**src/rtl/mem_port_arbiter.sv**
```systemverilog
// Two-requester (fetch / load-store) arbiter onto a single-cycle memory port.
// Data side has priority; a starvation counter forces a fetch grant after STARVE_MAX data wins.
module mem_port_arbiter #(
  parameter int ADDR_W     = 32,
  parameter int STARVE_MAX = 4
) (
  input  logic              clk,
  input  logic              rst,
  input  logic              i_req,
  input  logic [ADDR_W-1:0] i_addr,
  output logic              i_gnt,
  output logic              i_rvalid,
  output logic [31:0]       i_rdata,
  input  logic              d_req,
  input  logic [ADDR_W-1:0] d_addr,
  input  logic [3:0]        d_we,
  input  logic [31:0]       d_wdata,
  output logic              d_gnt,
  output logic              d_rvalid,
  output logic [31:0]       d_rdata,
  output logic              m_en,
  output logic [ADDR_W-1:0] m_addr,
  output logic [3:0]        m_we,
  output logic [31:0]       m_wdata,
  input  logic [31:0]       m_rdata
);

  // Handshake: a requester holds req (and its address/data) until it sees gnt in the same
  // cycle; the response follows exactly one cycle after gnt and cannot be stalled.

  typedef enum logic [1:0] {
    IDLE   = 2'd0,
    RESP_I = 2'd1,
    RESP_D = 2'd2
  } state_e;

  localparam logic [3:0] STARVE_LIM = 4'(STARVE_MAX);

  state_e     state_q, state_d;
  logic [3:0] starve_q, starve_d;
  logic       store_q, store_d;
  logic       rst_hold_q;
  logic       gnt_ok;
  logic       fetch_first;

  // rst_hold_q keeps grants off for the first cycle after reset is released.
  always_ff @(posedge clk) begin
    if (!rst) begin
      state_q    <= IDLE;
      starve_q   <= 4'd0;
      store_q    <= 1'b0;
      rst_hold_q <= 1'b1;
    end else begin
      state_q    <= state_d;
      starve_q   <= starve_d;
      store_q    <= store_d;
      rst_hold_q <= 1'b0;
    end
  end

  assign gnt_ok      = rst & ~rst_hold_q;
  assign fetch_first = (starve_q == STARVE_LIM);
  assign i_gnt       = gnt_ok & i_req & (~d_req | fetch_first);
  assign d_gnt       = gnt_ok & d_req & ~(i_req & fetch_first);
  assign m_en        = i_gnt | d_gnt;

  always_comb begin
    m_addr  = '0;
    m_we    = 4'd0;
    m_wdata = 32'd0;
    if (i_gnt) begin
      m_addr = i_addr;
    end else if (d_gnt) begin
      m_addr  = d_addr;
      m_we    = d_we;
      m_wdata = d_wdata;
    end
  end

  always_comb begin
    starve_d = starve_q;
    if (!i_req || i_gnt) begin
      starve_d = 4'd0;
    end else if (d_gnt && (starve_q < STARVE_LIM)) begin
      starve_d = starve_q + 4'd1;
    end
  end

  always_comb begin
    state_d = IDLE;
    store_d = 1'b0;
    if (i_gnt) begin
      state_d = RESP_I;
    end else if (d_gnt) begin
      state_d = RESP_D;
      store_d = |d_we;
    end
  end

  // Gating with rst drops a response whose grant was in the cycle just before reset.
  assign i_rvalid = rst & (state_q == RESP_I);
  assign d_rvalid = rst & (state_q == RESP_D);
  assign i_rdata  = i_rvalid ? m_rdata : 32'd0;
  assign d_rdata  = (d_rvalid && !store_q) ? m_rdata : 32'd0;

endmodule

```
**config.mk**
```make
export PLATFORM = sky130hd
export DESIGN_NAME = mem_port_arbiter
export DESIGN_NICKNAME = d
export VERILOG_FILES = /design/src/rtl/mem_port_arbiter.sv
export SDC_FILE = /design/constraint.sdc
export NUM_CORES = 1
export LEC_CHECK = 0
export BUFFER_PORTS_ARGS = -buffer_cell sky130_fd_sc_hd__buf_2
export CORE_AREA = 2 2 105 107
export DETAILED_ROUTE_END_ITERATION = 6
export DIE_AREA = 0 0 107 109
export PLACE_DENSITY = 0.63
export SETUP_SLACK_MARGIN = 0.02
export SLEW_MARGIN = 25
export SYNTH_ARGS = -nofsm -noshare
export SYNTH_HDL_FRONTEND = slang
export SYNTH_SLANG_ARGS = --single-unit
```
**constraint.sdc**
```tcl
create_clock -name clk -period 1.95 [get_ports clk]
set_input_delay 0.195 -clock clk [delete_from_list [all_inputs] [get_ports clk]]
set_output_delay 0.195 -clock clk [all_outputs]
set_load 0.02 [all_outputs]
```
Yosys cells after proc, flatten, opt, wreduce, memory -nomap -nowiden --
Cells that the tools add are included.
Storage, ports and cells: register bits after elaboration 8, input port bits 136, output and inout bits 137, logic and storage cells 45
Operators by class: add/sub/neg operators 1, magnitude comparators 1, equality and inequality tests 3, mux-type cells 11, bitwise logic cells 15, reduce and logical (&&, ||, !) cells 9
Operator list (count):
- $mux 32 | 6
- $and 1x1->1 | 8
- $mux 4 | 2
- $not 1->1 | 5
- $add 4x1->4 const B | 1
- $eq 4x3->1 const B | 1
- $lt 4x3->1 const B | 1
- $reduce_or 2->1 | 2
- $reduce_or 4->1 | 1
- $reduce_or 3->1 | 1
- $eq 2x1->1 const B | 1
- $eq 2x2->1 const B | 1
- $logic_and 1x1->1 | 2
- $logic_not 1->1 | 2
- $mux 1 | 2
- $mux 2 | 1
- $or 1x1->1 | 2
- $logic_or 1x1->1 | 1

Longest topological paths before layout --
word-level depth 6, depth in mapped cells 8, mapped depth without buffers 5

Worst setup path before layout --
No wires, ideal clock.
path kind reg-to-output, start point register starve_q[0], end point output m_addr[10], data arrival time 1506 ps, data required time 1755 ps, path slack 249 ps, stages on the path, launching flop included 8, buffers on the path 2, cells stage by stage dfxtp_1 -> inv_1 -> ha_1 -> and3b_1 -> buf_6 -> a21o_4 -> buf_6 -> o22ai_2
Between the ends: word-level cells in the longest chain between the ends 6, elaborated cells between the ends (all ways) 8, classes of those cells eq/ne: 1; mux: 2; bitwise: 5
RTL lines:
- start, declared | line 40 | logic [3:0] starve_q, starve_d;
- start signal, assigned | line 55 | starve_q <= starve_d;
- $eq 4x3->1 (*) | line 62 | assign fetch_first = (starve_q == STARVE_LIM);
- $and 1x1->1 | line 64 | assign d_gnt = gnt_ok & d_req & ~(i_req & fetch_first);
- $not 1->1 | line 64
- $and 1x1->1 | line 64
- $mux 32 | line 73 | end else if (d_gnt) begin
- $mux 32 (*) | line 71 | if (i_gnt) begin
- end, declared | line 22 | output logic [ADDR_W-1:0] m_addr,
Mark *: on every way between the ends. The rest lies on a longest branch, timed or not.

Worst setup path in the final report --
start point register starve_q[1], end point output m_addr[4]
Same word-level chain as after synthesis.

==> results.ini <==
[floorplan]
rows = 38
dieArea_um2 = 11660
coreArea_um2 = 10600
die_width_um = 107
io_pins = 273
start_util_pct = 17.12
die_y_um = 109

[pwr]
intPower_uw = 576.1
p_leak_nw = 2.061
ir_drop_mv = 0.2064
p_sw_uw = 356.6
pwr-share-seq_pct = 18.3
comb_power_share_pct = 60.5
power_uw = 932.7
p_clk_share_pct = 21.3
switching_share_pct = 38.23
power.density_nw_per_um2 = 245.4

[synthesis]
yosysWarnings = 0
syn-num-nets = 400
synth_area_leaders = and2_1 34%, o22ai_2 21%, nand2_1 14%, dfxtp_1 8.8%, buf_6 3.7%
ys_ff_latch = 8
ys_seq_area_share_pct = 8.822
syn_inst = 262
syn_area_per_cell_um2 = 6.929
synth_area_leader_cell = and2_1
synthDistinctLibCells = 29
netlist_area_um2 = 1815
synth_top_area_share_pct = 34.46

[place]
post-place-ws_ns = 0.06638
dp.cells = 653
post-dp-hpwl_um = 5945
gp_congestion = 0.7846
postPlaceCellArea_um2 = 3274
io_buffers = 272

[sta]
hold_viol = 0
slew_viol_final = 0
clock-skew-final_ns = 0.003474
rsz0062_at_grt = true
setup-violations-final = 12
slew_headroom_pct = 73.06
period_needed_ns = 1.977
worstMarginPinSlew_ns = 0.4036
fin_ws_ns = -0.02671
min_period_over_period_pct = 101.4
fmax_ghz = 0.5059

[worst_setup_path]
cp.required_ns = 1.75
start_kind = flip-flop
arrival_ns = 1.78
crit_fanout = 8
crit_type = flip-flop to output port
endpoint_kind = output port
r2r_slack_ns = 0.35

[routing]
viasPerCell = 4.166
drt_first_iter_violations = 112
dr_total_vias = 2758
drtAntennaViolNets = 0
routed_wl_um = 8560
drtPass1Iterations = 4
route.detailed.wl_per_inst_um = 12.93
drc = 0

[cells_and_area]
antenna_cells = 0
final_core_util_pct = 35.84
fin_nets = 662
drive_gt1_share_pct = 65.71
layout_commonest_cell = buf_2
fillers = 1130
syn_to_final_growth_pct = 109.3
layoutNonFillerInstCount = 662
finalInstanceArea_um2 = 3800
most-common-layout-cells = 211 x buf_2, 84 x and2_1, 66 x nand2_1, 53 x buf_6, 27 x o22ai_2

[hold_path]
hold_class = primary input to flip-flop

[clocking]
cts_tree = yes
cts_buffer_depth = 2
cts_root_buf = clkbuf_8
clk_pin_slew_ns = 0.04
cts_buffers = 3
clock_sinks = 8
cts_htree_levels = 1
insertion_delay_ns = 0.23

[run_status]
status = complete, but fails checks
violations = negative setup slack

[job]
maxCapViolations = 0

[global_routing]
grt_max_degree = 71
antenna_found_initial = 0
grt_pass1_wl_um = 11870
grt_pass1_vias = 2449
grt_util_all_layers_pct = 12.54
grt_overflow = 0

-- metal layers --
layer | wire [um] | global-route usage, % | vias up
li1 | - | - | 1383
met1 | 3131 | 13.47 | 1200
met2 | 4485 | 25.34 | 163
met3 | 846 | 2.451 | 12
met4 | 97 | 2.319 | 0
met5 | 0 | 0 | -
-- sequential cells by signal, indices dropped and copies added, names as in the netlist --
| register | count |
|---|---|
| starve_q | 4 |
| state_q | 2 |
| rst_hold_q | 1 |
| store_q | 1 |
-- synth_stat cells --
master and n:
and2_1 100, nand2_1 66, o22ai_2 30, clkbuf_1 10
dfxtp_1 8, buf_6 6, buf_2 5, buf_4 5
inv_1 4, a211oi_1 2, and3b_1 2, ha_1 2
nand4_1 2, nor2_1 2, o211a_1 2, o22ai_1 2
o31ai_1 2, a21o_4 1, a21oi_1 1, a21oi_2 1
a41oi_1 1, and2b_1 1, nand3b_1 1, nor2b_1 1
nor3_1 1, nor3b_1 1, o21a_1 1, o21ai_2 1
o41a_1 1
-- cell type report --
type	count	area (um2)	area share, %
clock buffer	3	41.29	1.087
inverter	4	15.01	0.3951
multi-input combinational	227	1608	42.31
sequential	8	162.7	4.281
tap	140	175.2	4.610
timing repair buffer	280	1798	47.32
-- what timing repair did --
| item | CTS | global route |
|---|---|---|
| setup endpoints to repair | 68 | 70 |
| buffers inserted | 3 | 1 |
| hold buffers | 0 | 0 |
| resized for setup | 128 | 16 |
| pin swaps | 12 | 9 |
| cloned | 4 | 0 |
-- cell families after synthesis --
| family | Yosys count | synth area share, % |
|---|---|---|
| simple gates | 177 | 52.03 |
| compound gates | 45 | 27.70 |
| buf+inv | 30 | 10.06 |
| flops | 8 | 8.821 |
| fa+ha+maj | 2 | 1.378 |
-- worst max-delay path: stages (launching register included) --
cell     delay (ns)
dfxtp_2        0.34
inv_2          0.04
ha_2           0.15
and3b_2        0.30
buf_6          0.15
a21o_4         0.26
o22ai_4        0.17
buf_6          0.14
-- power groups by stage --
stage                     Clock [mW]  Combinational [mW]  Sequential (mW)
final                          0.198               0.564            0.170
after global routing           0.218               0.606            0.170
after CTS                      0.203               0.558            0.170
after detailed placement           0               0.479            0.173
after global placement             0               0.478            0.173
after floorplan                    0               0.263            0.172
-- worst paths after layout --
check,startpoint,to,cells after the start
max,starve_q[1],m_addr[4],7
min,rst,rst_hold_q,2
max reg2reg,starve_q[1],starve_q[1],6
min reg2reg,starve_q[0],starve_q[0],2
-- per-stage QoR --
step,hold WS [ns],TNS (ns)
2_1_floorplan,0.2515,0
3_3_place_gp,0.4087,0
3_5_place_dp,0.4109,0
4_1_cts,0.1732,-0.2666
5_1_grt,0.1842,-4.470
6_report,0.1772,-0.1819
No activity file was read; power rests on OpenSTA's default activity.
